$ cat src/rtl/mem_access_unit_pkg.sv
// Shared encodings for the MEM-stage access unit: access strobe, funct3 codes,
// FSM states and the size/lane helpers used by the unit and its load extender.
package mem_access_unit_pkg;

    localparam logic [1:0] MEM_ACCESS = 2'b01;

    localparam logic [2:0] F3_LB  = 3'b000;
    localparam logic [2:0] F3_LH  = 3'b001;
    localparam logic [2:0] F3_LW  = 3'b010;
    localparam logic [2:0] F3_LBU = 3'b100;
    localparam logic [2:0] F3_LHU = 3'b101;
    localparam logic [2:0] F3_SB  = 3'b000;
    localparam logic [2:0] F3_SH  = 3'b001;
    localparam logic [2:0] F3_SW  = 3'b010;

    typedef enum logic [1:0] {
        MAU_IDLE = 2'd0,
        MAU_BUSY = 2'd1,
        MAU_DONE = 2'd2
    } mau_state_e;

    typedef enum logic [1:0] {
        SZ_B = 2'd0,
        SZ_H = 2'd1,
        SZ_W = 2'd2
    } access_size_e;

    // Unlisted load codes (011/110/111) fall through to a word access.
    function automatic access_size_e load_size(input logic [2:0] f3);
        access_size_e sz;
        case (f3)
            F3_LB, F3_LBU: sz = SZ_B;
            F3_LH, F3_LHU: sz = SZ_H;
            F3_LW:         sz = SZ_W;
            default:       sz = SZ_W;
        endcase
        return sz;
    endfunction

    function automatic access_size_e store_size(input logic [2:0] f3);
        access_size_e sz;
        case (f3)
            F3_SB:   sz = SZ_B;
            F3_SH:   sz = SZ_H;
            F3_SW:   sz = SZ_W;
            default: sz = SZ_W;
        endcase
        return sz;
    endfunction

    function automatic logic is_misaligned(input access_size_e sz, input logic [1:0] lane);
        logic mis;
        case (sz)
            SZ_H:    mis = lane[0];
            SZ_W:    mis = (lane != 2'b00);
            default: mis = 1'b0;
        endcase
        return mis;
    endfunction

    function automatic logic [3:0] store_be(input access_size_e sz, input logic [1:0] lane);
        logic [3:0] be;
        case (sz)
            SZ_B:    be = 4'b0001 << lane;
            SZ_H:    be = 4'b0011 << {lane[1], 1'b0};
            default: be = 4'b1111;
        endcase
        return be;
    endfunction

    function automatic logic [31:0] store_wdata(input access_size_e sz, input logic [31:0] d);
        logic [31:0] w;
        case (sz)
            SZ_B:    w = {4{d[7:0]}};
            SZ_H:    w = {2{d[15:0]}};
            default: w = d;
        endcase
        return w;
    endfunction

endpackage

$ cat src/rtl/mem_access_unit_load_extender.sv
// Load lane select and sign/zero extension of a 32-bit read word.
module load_extender
    import mem_access_unit_pkg::*;
(
    input  logic [2:0]  funct3,
    input  logic [1:0]  lane,
    input  logic [31:0] rdata,
    output logic [31:0] data
);

    logic [7:0]  byte_sel;
    logic [15:0] half_sel;
    logic        sign_en;

    always_comb begin
        byte_sel = rdata[{lane, 3'b000} +: 8];
        half_sel = lane[1] ? rdata[31:16] : rdata[15:0];
        sign_en  = ~funct3[2];
        data     = rdata;
        case (load_size(funct3))
            SZ_B:    data = {{24{byte_sel[7] & sign_en}}, byte_sel};
            SZ_H:    data = {{16{half_sel[15] & sign_en}}, half_sel};
            default: data = rdata;
        endcase
    end

endmodule

$ cat src/rtl/mem_access_unit.sv
// MEM-stage load/store responder: one req/ack bus transaction per access,
// with byte enables, store lane replication, load extension and pipeline stall.
//
//  state    | meaning
//  ---------+-----------------------------------------------------------
//  MAU_IDLE | waiting for mem_read/mem_write; misaligned access pulses flag
//  MAU_BUSY | bus_req held from latched request until ack or timeout
//  MAU_DONE | result visible, stall released, returns to IDLE next cycle
module mem_access_unit
    import mem_access_unit_pkg::*;
#(
    parameter int ADDR_WIDTH = 32,
    parameter int TIMEOUT    = 255
) (
    input  logic                  clk,
    input  logic                  rst_n,
    input  logic [1:0]            mem_read,
    input  logic [1:0]            mem_write,
    input  logic [2:0]            funct3,
    input  logic [ADDR_WIDTH-1:0] addr,
    input  logic [31:0]           store_data,
    output logic [31:0]           load_data,
    output logic                  stall,
    output logic                  misaligned,
    output logic                  bus_err,
    output logic                  bus_req,
    output logic                  bus_we,
    output logic [ADDR_WIDTH-1:0] bus_addr,
    output logic [31:0]           bus_wdata,
    output logic [3:0]            bus_be,
    input  logic [31:0]           bus_rdata,
    input  logic                  bus_ack
);

    localparam logic [7:0] CNT_LAST = 8'(TIMEOUT - 1);

    mau_state_e            state_q, state_d;
    logic [7:0]            cnt_q;
    logic                  we_q;
    logic [ADDR_WIDTH-1:0] addr_q;
    logic [2:0]            f3_q;
    logic [1:0]            lane_q;
    logic [31:0]           wdata_q;
    logic [3:0]            be_q;
    logic                  err_q;

    logic                  is_store;
    logic                  access_req;
    access_size_e          req_size;
    logic                  req_mis;
    logic                  issue;
    logic                  busy;
    logic                  timed_out;
    logic [31:0]           ext_data;

    assign is_store   = (mem_write == MEM_ACCESS);
    assign access_req = is_store || (mem_read == MEM_ACCESS);
    assign req_size   = is_store ? store_size(funct3) : load_size(funct3);
    assign req_mis    = is_misaligned(req_size, addr[1:0]);
    assign busy       = (state_q == MAU_BUSY);
    assign timed_out  = (cnt_q == CNT_LAST);

    load_extender u_load_extender (
        .funct3 (f3_q),
        .lane   (lane_q),
        .rdata  (bus_rdata),
        .data   (ext_data)
    );

    always_ff @(posedge clk or negedge rst_n) begin
        if (!rst_n) begin
            state_q <= MAU_IDLE;
        end else begin
            state_q <= state_d;
        end
    end

    // Request capture, timeout counter and result registers.
    always_ff @(posedge clk or negedge rst_n) begin
        if (!rst_n) begin
            cnt_q     <= '0;
            we_q      <= 1'b0;
            addr_q    <= '0;
            f3_q      <= '0;
            lane_q    <= '0;
            wdata_q   <= '0;
            be_q      <= '0;
            err_q     <= 1'b0;
            load_data <= '0;
        end else begin
            case (state_q)
                MAU_IDLE: begin
                    cnt_q <= '0;
                    err_q <= 1'b0;
                    if (issue) begin
                        we_q    <= is_store;
                        addr_q  <= {addr[ADDR_WIDTH-1:2], 2'b00};
                        f3_q    <= funct3;
                        lane_q  <= addr[1:0];
                        wdata_q <= is_store ? store_wdata(req_size, store_data) : 32'h0;
                        be_q    <= is_store ? store_be(req_size, addr[1:0]) : 4'b1111;
                    end
                end
                MAU_BUSY: begin
                    cnt_q <= cnt_q + 8'd1;
                    if (bus_ack) begin
                        if (!we_q) begin
                            load_data <= ext_data;
                        end
                    end else if (timed_out) begin
                        err_q <= 1'b1;
                        if (!we_q) begin
                            load_data <= '0;
                        end
                    end
                end
                default: begin
                    err_q <= 1'b0;
                end
            endcase
        end
    end

    // Stall and misaligned are gated by rst_n so every output reads 0 during reset.
    always_comb begin
        state_d    = state_q;
        stall      = 1'b0;
        misaligned = 1'b0;
        issue      = 1'b0;
        case (state_q)
            MAU_IDLE: begin
                if (access_req && rst_n) begin
                    if (req_mis) begin
                        misaligned = 1'b1;
                    end else begin
                        stall   = 1'b1;
                        issue   = 1'b1;
                        state_d = MAU_BUSY;
                    end
                end
            end
            MAU_BUSY: begin
                stall = 1'b1;
                if (bus_ack || timed_out) begin
                    state_d = MAU_DONE;
                end
            end
            MAU_DONE: begin
                state_d = MAU_IDLE;
            end
            default: begin
                state_d = MAU_IDLE;
            end
        endcase
    end

    assign bus_req   = busy;
    assign bus_we    = busy & we_q;
    assign bus_addr  = busy ? addr_q  : '0;
    assign bus_wdata = busy ? wdata_q : '0;
    assign bus_be    = busy ? be_q    : '0;
    assign bus_err   = (state_q == MAU_DONE) & err_q;

endmodule
$ cat config.mk
export PLATFORM = sky130hd
export DESIGN_NAME = mem_access_unit
export DESIGN_NICKNAME = d
export VERILOG_FILES = /design/src/rtl/mem_access_unit_pkg.sv /design/src/rtl/mem_access_unit_load_extender.sv /design/src/rtl/mem_access_unit.sv
export SDC_FILE = /design/constraint.sdc
export NUM_CORES = 1
export LEC_CHECK = 0
export BUFFER_PORTS_ARGS = -buffer_cell sky130_fd_sc_hd__buf_2
export CAP_MARGIN = 20
export CORE_MARGIN = 5
export CORE_UTILIZATION = 36
export DETAILED_ROUTE_END_ITERATION = 10
export GPL_TIMING_DRIVEN = 0
export PLACE_DENSITY = 0.68
export SYNTH_ARGS = -nofsm -noshare
export SYNTH_HDL_FRONTEND = slang
export SYNTH_HIERARCHICAL = 1
export SYNTH_SLANG_ARGS = --single-unit
$ cat constraint.sdc
create_clock -name clk -period 2.5 [get_ports clk]
set_input_delay 0.25 -clock clk [delete_from_list [all_inputs] [get_ports clk]]
set_output_delay 0.25 -clock clk [all_outputs]
set_load 0.03 [all_outputs]
==> results of run 1 <==
cell families (layout without fill, tap and decap cells):
logic type      Yosys count  in the layout  synth area share, %
compound gates          131            131                17.46
xor+xnor                  2              2               0.2890
fa+ha+maj                 5              5                1.032
buf+inv                  53            295                4.912
flops                   115            115                47.47
mux                      62             62                11.04
other cells               1              3              0.06186
simple gates            201            201                17.73
flip-flops by register name, summed over array words and instances, names as in the netlist:
| name | cells |
|---|---|
| f3_q | 3 |
| addr_q | 30 |
| we_q | 1 |
| wdata_q | 32 |
| err_q | 1 |
| cnt_q | 8 |
| load_data | 32 |
| state_q | 2 |
| lane_q | 2 |
| be_q | 4 |
how the worst min path moves through the flow:
| stage | depth (start not counted) | start | end | slack (ps) |
|---|---|---|---|---|
| 2_1_floorplan | 0 | rst_n | addr_q[10]$_DFFE_PN0P_ | -50 |
| 3_3_place_gp | 1 | addr_q[27]$_DFFE_PN0P_ | addr_q[27]$_DFFE_PN0P_ | 460 |
| 3_5_place_dp | 1 | rst_n | load_data[26]$_DFFE_PN0P_ | 120 |
| 4_1_cts | 2 | addr[22] | addr_q[22]$_DFFE_PN0P_ | 40 |
| 5_1_grt | 2 | addr[25] | addr_q[25]$_DFFE_PN0P_ | 40 |
| 6_report | 2 | addr[23] | addr_q[23]$_DFFE_PN0P_ | 50 |
cell usage after synthesis, types with 2 or more instances:
cell       number
a22o_1         52
clkbuf_1       14
a21o_1          4
nor2_1         13
buf_4           5
o21ai_1         8
xnor2_1         2
nand2_1        78
nor2b_1        13
mux2_1         10
mux2_2         25
buf_1           3
nor3_1          3
nand3_1         6
a221o_1         8
o2bb2ai_1      24
buf_6           7
and2_1         68
a22oi_1         8
ha_1            5
nor2_4          2
dfrtp_1       115
o22a_1          4
buf_2          14
nand2b_2        6
nand2b_1        3
o21ai_0        10
mux2i_1        26
inv_1           8
a21oi_1         5
repair_timing:
item,in CTS,in global routing
pin swaps,0,2
resized for setup,6,13
setup endpoints to repair,60,53
gates cloned,0,1
hold endpoints to repair,25,0
hold buffers,1,0
power groups by stage:
stage	clock [uW]	sequential, uW	combinational, uW
after global routing	2330	2880	3160
after global placement	0	2810	2880
after CTS	2250	2800	2940
final	2210	2800	2920
after floorplan	0	3180	1650
after detailed placement	0	2820	2920
critical path, cell delays in order, from the launching register on:
cell and delay, ps:
dfrtp_1 470, nand2b_1 310, inv_2 180, clkbuf_2 320
and2_1 180, buf_2 190
stage by stage:
stage,worst slack (ps),TNS (ps),power (uW)
final,177.7,0,7931
after detailed placement,-565.2,-32040,5746
after global routing,3.245,0,8377
after CTS,26.44,0,7993
after floorplan,38.85,0,4822
after global placement,-1528,-137120,5696
per-layer routing:
metal | global-route usage (%) | wire length, um
met1 | 23.71 | 7860
met2 | 29.07 | 8485
met3 | 5.935 | 1530
met4 | 5.966 | 400
met5 | 0 | 0
cell type report:
cell class	count	area, sq um	share of cell area [%]
multi-input combinational	403	2913	36.27
sequential	115	2878	35.84
timing repair buffer	211	1112	13.85
clock buffer	20	456.7	5.687
buffer	43	276.5	3.443
tap	220	275.3	3.428
clock inverter	12	82.58	1.028
inverter	9	33.78	0.4207
antenna	1	2.502	0.03116
placed cells by master, fill, tap and decap left out, types with 6 or more instances in the layout:
cell type / n
nand3_1: 6
nor2b_1: 12
nor2_1: 13
buf_6: 9
o2bb2ai_1: 24
o21ai_0: 10
o21ai_1: 7
a221o_1: 8
and2_1: 68
mux2_2: 25
dfrtp_1: 115
buf_2: 218
nand2_1: 78
buf_4: 6
mux2i_1: 26
a22oi_1: 8
clkbuf_16: 18
nand2b_2: 6
clkbuf_1: 9
inv_1: 8
a22o_1: 52
mux2_1: 10
clkbuf_2: 6
clkinvlp_4: 6
==> qor.csv, run 1 <==
metric;value;unit
status;finished clean;
Clk pwr share;27.8;%
worst r2r path cells;8;
hold slack;54.98;ps
RR Startpoint;cnt_q[0]$_DFFE_PN0P_;
post-synthesis async set-or-reset flop share;100.0;%
internal power;4933;uW
Placed Cells;1000;
die width;139.8;um
total vias in the final route;5253;
CTS buffer count;17;
Max transition margin;55.74;%
Slew Limit Fails;0;
post-route ant nets;0;
core box area;16520;sq um
Die Area;19530;sq um
number of synthesized flops with an enable pin;0;
Slew @ Worst Pin;661.4;ps
Finished Cell Area;8030;sq um
TritonCTS clock tree;yes;
final core utilization;48.60;%
Area Growth Syn to Fin;32.47;%
initial core utilization;36.69;%
Seq pwr share;35.3;%
final-report setup violation count;0;
layout cells sized above 1;39.48;%
Detailed Place HPWL;13550;um
Max Cap Viol;0;
gp weighted congestion;0.8745;
Post-CTS Setup Inserts;0;
top-level port count;211;
Max FO, Critical Path;19;
P_leak;0.004151;uW
Max Root-Sink Buffers;2;
fmax;0.4306;GHz
Final Hold Vio Count;0;
number of antenna violations at the first check in global routing;1;
Crit. Startpoint;state_q[1]$_DFFE_PN0P_;
Yosys cell types;51;
Total Wirelength;18280;um
DRT Pass-1 Iters;5;
Post-route DRC;0;
Main synth FF type;dfrtp_1;
flop-to-flop setup slack;630;ps
global-route total usage across every layer;18.29;%
RR Endpoint;load_data[10]$_DFFE_PN0P_;
clock-pin slew on the worst setup and hold paths;60;ps
top cell type's share of synthesized area;47.47;%
Skew-Pair Late Insertion Delay;410;ps
# port buffers;208;
P per Cell Area;987.6;nW/um^2
Layout Nets;911;
RSZ-0062 raised after global routing;no;
combinational share of power;36.9;%
P_sw;2997;uW
Worst Setup EP;bus_wdata[31];
Avg Inst Size Synth;10.64;sq um
Mapped Cells;570;
Die Span Y;139.8;um
Worst Clk Skew;8.188;ps
Area contributors post-synth;dfrtp_1 47%, a22o_1 7.5%, and2_1 7.0%, nand2_1 4.8%, mux2_2 4.6%;
min Tclk post-route;2322;ps
CP Class;flop to primary output;
Root Driver;clkbuf_16;
Sw Share;37.80;%
Netlist Area Pre-Place;6062;sq um
depth of the CTS H-tree;4;
Ys Warns;6;
critical path arrival;2070;ps
largest net degree at the start of global routing;94;
clock sink count;115;
grt ovf;0;
final std cells w/o fill;1034;
hold crit path type;primary input to flop;
wire length per cell;17.68;um
FF+latch count, synth;115;
number of global-route vias before repair;5355;
Iter 0 DRT Violations;230;
Layout fillers;1559;
Worst setup SP type;flop;
critical path required time;2250;ps
vias per std cell;5.080;
sequential-to-total area share from yosys stat;47.47;%
placed standard-cell area;7416;sq um
FP Rows;47;
Final period util;92.89;%
crit path capture type;primary output;
Synth area leader;dfrtp_1;
first-pass GRT wire length;28590;um
Worst VDD drop;0.6464;mV
No activity file was read; power rests on OpenSTA's default activity.
==> run 2: changes to the inputs <==
Settings changed: CTS_BUF_LIST set to sky130_fd_sc_hd__clkbuf_4, PLACE_DENSITY 0.68 to 0.61.
==> qor.csv, run 2 (same netlist as run 1, synthesis figures left out) <==
metric;value;unit;change
status;finished clean;;
Hold Path Stages;4;;+2
gp weighted congestion;0.8968;;+2.6%
Iter 0 DRT Violations;292;;+27%
gr busiest metal;met2;;
Tot Pwr;7484;uW;-5.6%
Fin Setup TNS;0;ps;unchanged
Seq pwr share;37.4;%;+2.1 points
RSZ-0062 raised after global routing;no;;
Post-route DRC;0;;unchanged
Worst Hold End;load_data[22]$_DFFE_PN0P_;;
grt met1 use;24.54;%;+0.83 points
DRT Pass-1 Iters;4;;-1
internal power;4596;uW;-6.8%
RR Startpoint;cnt_q[0]$_DFFE_PN0P_;;
number of antenna violations at the first check in global routing;0;;-1
FP Rows;47;;unchanged
TritonCTS clock tree;yes;;
Area Growth Syn to Fin;39.79;%;
Finished Cell Area;8474;sq um;+5.5%
Worst setup SP type;primary input;;
most frequent cells in the layout;217 x buf_2, 114 x dfrtp_1, 78 x nand2_1;;
P per Cell Area;883.2;nW/um^2;-11%
commonest non-fill, non-tap cell in the layout;buf_2;;
Worst Hold Launch;bus_rdata[22];;
Die Span Y;139.8;um;unchanged
global-route total usage across every layer;19.73;%;+1.4 points
crit path capture type;primary output;;
largest net degree at the start of global routing;67;;-29%
initial core utilization;36.69;%;unchanged
Worst VDD drop;0.4741;mV;-27%
Antenna diodes;0;;-1
grt ovf;0;;unchanged
vias per std cell;5.018;;-1.2%
critical path arrival;2100;ps;+30 ps
CP Class;primary input to primary output;;
Worst Clk Skew;14.78;ps;+6.588 ps
Final Hold Vio Count;0;;unchanged
Root Driver;clkbuf_4;;
clock-pin slew on the worst setup and hold paths;110;ps;+50 ps
total vias in the final route;5515;;+5.0%
critical path required time;2250;ps;about the same
post-route ant nets;0;;unchanged
min Tclk post-route;2353;ps;+30.60 ps
first-pass GRT wire length;30750;um;+7.6%
Skew-Pair Late Insertion Delay;540;ps;+130 ps
RR Endpoint;load_data[13]$_DFFE_PN0P_;;
Max FO, Critical Path;11;;-8
Detailed Place HPWL;14360;um;+6.0%
Slew @ Worst Pin;796.2;ps;+134.8 ps
wire length per cell;17.62;um;-0.29%
final-report setup violation count;0;;unchanged
Total Wirelength;19370;um;+6.0%
depth of the CTS H-tree;4;;unchanged
Die Area;19530;sq um;unchanged
P_leak;0.004339;uW;+4.5%
Max Cap Viol;0;;unchanged
core box area;16520;sq um;unchanged
Slew Limit Fails;0;;unchanged
Max transition margin;46.72;%;-9.0 points
hold crit path type;primary input to flop;;
Sw Share;38.60;%;+0.80 points
P_sw;2889;uW;-3.6%
clock sink count;115;;unchanged
layout cells sized above 1;36.41;%;-3.1 points
top-level port count;211;;unchanged
met3 usage in global routing;5.729;%;-0.21 points
Placed Cells;1000;;unchanged
final core utilization;51.28;%;+2.7 points
Max Root-Sink Buffers;2;;unchanged
CTS buffer count;17;;unchanged
# port buffers;208;;unchanged
met2 Usage GRT;33.45;%;+4.4 points
fmax;0.4250;GHz;-1.3%
Clk pwr share;22.1;%;-5.7 points
combinational share of power;40.5;%;+3.6 points
Largest regs;load_data: 32 flops, wdata_q: 32 flops, addr_q: 30 flops;;
Layout Nets;978;;+7.4%
placed standard-cell area;7416;sq um;unchanged
flop-to-flop setup slack;630;ps;about the same
die width;139.8;um;unchanged
number of global-route vias before repair;5803;;+8.4%
final std cells w/o fill;1099;;+6.3%
Final period util;94.12;%;+1.2 points
worst r2r path cells;8;;unchanged
-- run 2: how the worst max path moves through the flow --
stage,from,endpoint,slack (ps),depth (start not counted)
after global routing,state_q[0]$_DFFE_PN0P_,bus_be[2],2,6
after global placement,rst_n,addr_q[26]$_DFFE_PN0P_,-1390,5
final,mem_write[0],stall,150,12
after CTS,mem_write[0],stall,6,12
after detailed placement,mem_write[1],wdata_q[16]$_DFFE_PN0P_,-560,13
after floorplan,mem_write[0],addr_q[25]$_DFFE_PN0P_,40,11
-- run 2: timing repair --
item | 4_1_cts | 5_1_grt
pin swaps | 0 | 1
hold endpoints to repair | 116 | 0
hold buffers | 67 | 0
resized for setup | 11 | 7
endpoints found under the setup margin | 47 | 25
setup buffers | 0 | 1
-- run 2: per-stage QoR --
stage / hold WS, ps / setup slack (ps)
after CTS: 10.04 / 5.609
after global placement: 461.0 / -1386
final: 57.96 / 147.1
after global routing: 14.04 / 1.821
after detailed placement: 253.1 / -559.6
after floorplan: -45.59 / 38.85
-- run 2: cell type report --
cell class | instances | area [sq um]
Clock inverter | 11 | 185.2
Sequential cell | 115 | 2879
Inverter | 9 | 33.78
Multi-Input combinational cell | 403 | 2910
Clock buffer | 20 | 150.1
Tap cell | 220 | 275.3
Timing Repair Buffer | 277 | 1758
Fill cell | 1501 | 8050
Buffer | 44 | 282.8
-- run 2: critical path: stages --
cell	delay, ps
buf_2	90
nor2b_2	190
a21oi_4	220
buf_6	180
and2_1	160
inv_1	60
ha_1	220
o21ai_2	140
a21o_1	200
a21oi_1	90
nor2_1	90
clkbuf_4	200
-- run 2: layer usage --
| layer | vias up | share of wire, % |
|---|---|---|
| li1 | 2602 | - |
| met1 | 2668 | 42 |
| met2 | 223 | 50 |
| met3 | 22 | 6.5 |
| met4 | 0 | 1.4 |
| met5 | - | 0 |
-- run 2: power by group through the flow --
stage	Sequential, uW	Clock (uW)	Combinational (uW)
6_report	2800	1650	3030
3_3_place_gp	2810	0	2900
4_1_cts	2810	1690	3040
5_1_grt	2880	1760	3270
2_1_floorplan	3180	0	1650
3_5_place_dp	2840	0	2940
